[src/rtl/vecmul_feeder.sv]
// Gathers (a,b) float32 pairs into VSIZE-lane operand vectors, drives vecmul for a
// fixed pipeline latency, and returns the captured dot product on a valid/ready port.
module vecmul_feeder #(
    parameter int VSIZE    = 4,
    parameter int PIPE_LAT = 8
) (
    input  logic                  clk,
    input  logic                  rst_n,
    input  logic                  s_valid,
    output logic                  s_ready,
    input  logic [31:0]           s_a,
    input  logic [31:0]           s_b,
    input  logic                  s_last,
    output logic [VSIZE*32-1:0]   vm_in1,
    output logic [VSIZE*32-1:0]   vm_in2,
    output logic                  vm_en,
    input  logic [31:0]           vm_result,
    output logic                  m_valid,
    input  logic                  m_ready,
    output logic [31:0]           m_data,
    output logic [15:0]           vec_count
);
    localparam int IW = (VSIZE > 1) ? $clog2(VSIZE) : 1;
    localparam int CW = $clog2(PIPE_LAT + 1);

    typedef enum logic [1:0] {S_FILL, S_ISSUE, S_WAIT, S_OUT} state_t;

    state_t                     r_state;
    logic [IW-1:0]              r_idx;
    logic [VSIZE-1:0][31:0]     r_in1;
    logic [VSIZE-1:0][31:0]     r_in2;
    logic                       r_en;
    logic                       r_s_ready;
    logic                       r_m_valid;
    logic [31:0]                r_m_data;
    logic [CW-1:0]              r_cnt;
    logic [15:0]                r_vec_count;
    logic                       w_accept;
    logic                       w_close;

    assign w_accept = s_valid && r_s_ready;
    // A vector closes on its last lane or on an early s_last; short vectors keep zero padding.
    assign w_close  = s_last || (r_idx == IW'(VSIZE - 1));

    always_ff @(posedge clk or negedge rst_n) begin
        if (!rst_n) begin
            r_state     <= S_FILL;
            r_idx       <= '0;
            r_in1       <= '0;
            r_in2       <= '0;
            r_en        <= 1'b0;
            r_s_ready   <= 1'b0;
            r_m_valid   <= 1'b0;
            r_m_data    <= '0;
            r_cnt       <= '0;
            r_vec_count <= '0;
        end else begin
            case (r_state)
                S_FILL: begin
                    r_s_ready <= 1'b1;
                    if (w_accept) begin
                        r_in1[r_idx] <= s_a;
                        r_in2[r_idx] <= s_b;
                        r_idx        <= r_idx + IW'(1);
                        if (w_close) begin
                            r_state   <= S_ISSUE;
                            r_s_ready <= 1'b0;
                            r_en      <= 1'b1;
                        end
                    end
                end
                S_ISSUE: begin
                    r_cnt   <= CW'(1);
                    r_state <= S_WAIT;
                end
                S_WAIT: begin
                    if (r_cnt == CW'(PIPE_LAT)) begin
                        r_m_data  <= vm_result;
                        r_m_valid <= 1'b1;
                        r_en      <= 1'b0;
                        r_state   <= S_OUT;
                    end else begin
                        r_cnt <= r_cnt + CW'(1);
                    end
                end
                S_OUT: begin
                    if (m_ready) begin
                        r_m_valid   <= 1'b0;
                        r_vec_count <= r_vec_count + 16'd1;
                        r_in1       <= '0;
                        r_in2       <= '0;
                        r_idx       <= '0;
                        r_s_ready   <= 1'b1;
                        r_state     <= S_FILL;
                    end
                end
                default: r_state <= S_FILL;
            endcase
        end
    end

    assign s_ready   = r_s_ready;
    assign vm_in1    = r_in1;
    assign vm_in2    = r_in2;
    assign vm_en     = r_en;
    assign m_valid   = r_m_valid;
    assign m_data    = r_m_data;
    assign vec_count = r_vec_count;
endmodule
[config.mk]
export PLATFORM = sky130hd
export DESIGN_NAME = vecmul_feeder
export DESIGN_NICKNAME = d
export VERILOG_FILES = /design/src/rtl/vecmul_feeder.sv
export SDC_FILE = /design/constraint.sdc
export NUM_CORES = 1
export LEC_CHECK = 0
export BUFFER_PORTS_ARGS = -buffer_cell sky130_fd_sc_hd__buf_4
export CORE_MARGIN = 1
export CORE_UTILIZATION = 40
export DETAILED_ROUTE_END_ITERATION = 12
export PLACE_DENSITY = 0.77
export SKIP_CTS_REPAIR_TIMING = 1
export SLEW_MARGIN = 10
export SYNTH_ARGS = -nofsm -noshare
export SYNTH_HDL_FRONTEND = slang
export SYNTH_SLANG_ARGS = --single-unit
export TNS_END_PERCENT = 5
[constraint.sdc]
create_clock -name clk -period 2.6 [get_ports clk]
set_input_delay 0.26 -clock clk [delete_from_list [all_inputs] [get_ports clk]]
set_output_delay 0.26 -clock clk [all_outputs]
set_load 0.01 [all_outputs]
==> reports/results.ini <==
[clock_tree]
h-tree-depth=2
clk_pin_slew_ns=0.06
cts_max_path_buffers=3
clk_latency_ns=0.50
cts_tree=yes
root_buffer=clkbuf_16
numClockSinks=315
cts_inserted_buffers=34

[setup_path]
cpPeakStageDelay_ns=0.71
start_kind=flip-flop
path_class=flip-flop to flip-flop
cp_cell_sequence=inv_1 -> ha_1 -> nand3b_1 -> a21oi_1 -> nor2_4 -> buf_12 -> a22o_1
cp_top_family=simple AND/OR/NAND/NOR gates
worstRegToRegCells=7
cp_num_buf_inv=2
crit_fanout=38
critPathCaptureType=flip-flop
cp.required_ns=3.03
crit_cells=7
slowest_stage=nor2_4
arrival_ns=2.78

[status]
outcome=completed

[place]
placed_area_um2=15300
hpwl_um=23500
portBuffers=407
place_ws_ns=0.252
gp_congestion=0.821
dp_cells=1544

[sta]
finalCriticalPeriod_ns=2.34
fin_worst_skew_ns=0.0122
tightest_slew_ns=0.896
holdWs_ns=0.0131
finalSetupViolCount=0
max_freq_ghz=0.427
slew_headroom=0.401
finalHoldViolations=0
tns_ns=0
setup_slack_ns=0.258
slew_violations=0
post-route-period-util=0.901
rsz0062_at_grt=no

[routing]
wl_per_cell_um=22.0
final_antenna_net_count=0
viasPerCell=5.55
drt_iter0_markers=600
drc_errors=0
firstDrtPassIters=5
wl_um=36000
vias=9073

[global_routing]
grt_pass1_vias=9202
grt_pass1_wl_um=54800
grt_overflow=0
grt_usage=0.234
antenna_found_initial=0
grt_max_degree=80

[synthesis]
synth_edf_count=0
synth_seq_area_share=0.673
synth_common_cells=dfrtp_1 (315), a22o_1 (258), buf_2 (50)
yosys.area.top_type=dfrtp_1
avgSynthCellArea_um2=15.0
synth_cells=783
ys_async_sr_fraction=1.00
synthDominantCellAreaShare=0.673
synth.area.top_cells=dfrtp_1 (67%), a22o_1 (19%), mux2_4 (3.6%)
synthMostInstantiatedCell=dfrtp_1
yosysWarnings=0
ys_ff_latch=315
synthesis.area_um2=11700
syn-num-nets=896
ys_types=32
synthFlopType=dfrtp_1

[die]
die_h_um=173
die_x_um=173
rows=62
start_util=0.407
placeableCoreArea_um2=28800
dieArea_um2=30000
io_pins=408

[pwr]
p_leak_nw=8.76
ir_worst_vdd_uv=539
p_total_mw=17.5
power_density_nw_per_um2=1050

[final_layout]
final_util=0.582
finalNonFillerCells=1635
drive_above_1_share=0.422
nets=1343
antennaDiodeCount=0
design_area_um2=16700
area_growth_syn_to_layout_pct=42.8

[run]
maxCapViolations=0

[hold_path]
hold_path_class=primary input to flip-flop
whs_path_depth=2

==> state kept, by name, indices dropped and copies added (netlist names), 2 cells and up <==
signal and flops:
r_cnt 4, r_state 2, vec_count 16, vm_in1 128, vm_in2 128, m_data 32
r_idx 2
==> placed cells by master (no fill, tap or decap), drive strengths merged <==
master and instances:
a31oi 3, or2 1, xor2 5, a22o 258, and3 2, nand2 13, dlygate4sd3 34, nand2b 2
and4 3, buf 432, o22ai 1, or3 1, dfrtp 315, nor2 19, a21o 1, clkinvlp 1
inv 14, nand3 6, mux2 34, xnor2 10, clkbuf 47, a21oi 9, clkinv 5, bufinv 2
ha 12, o21ai 8, nand4 6, nor3 2, nand3b 4, mux2i 1
==> where the power goes <==
part | total, mW | internal [mW] | leakage [nW] | switching, mW
clock | 4.69 | 2.81 | 0.533 | 1.88
sequential | 7.01 | 6.14 | 4.24 | 0.867
combinational | 5.82 | 2.98 | 3.99 | 2.84
==> per-layer routing <==
layer  track usage  share of wire
met5             0              0
met4        0.0955          0.037
met3        0.0508          0.069
met2         0.389           0.49
met1         0.297           0.40
==> cell families after synthesis <==
group | count (synthesis) | synth area share
simple gates | 59 | 0.0264
flops | 315 | 0.673
xor+xnor | 15 | 0.0112
buf+inv | 67 | 0.0316
compound gates | 280 | 0.203
mux | 35 | 0.0425
fa+ha+maj | 12 | 0.0128
==> final timing paths <==
kind | slack, ns | to | startpoint
hold / removal | 0.01 | vm_in2[119] | s_b[23]
setup reg to reg | 0.26 | vm_in2[54] | r_state[0]
max in group asynchronous | 1.43 | vm_in2[45] | rst_n
min in group asynchronous | 0.36 | vec_count[9] | rst_n
setup / recovery | 0.26 | vm_in2[54] | r_state[0]
hold reg to reg | 0.46 | vec_count[15] | vec_count[15]
==> area by class of cell <==
cell class	count	area, µm²
sequential	315	7880
fill	2241	12000
clock buffer	47	971
tap	384	480
inverter	12	45.0
clock inverter	10	114
multi-input combinational	401	3520
timing repair buffer	466	3730
Power figures use the tool's default switching activity.
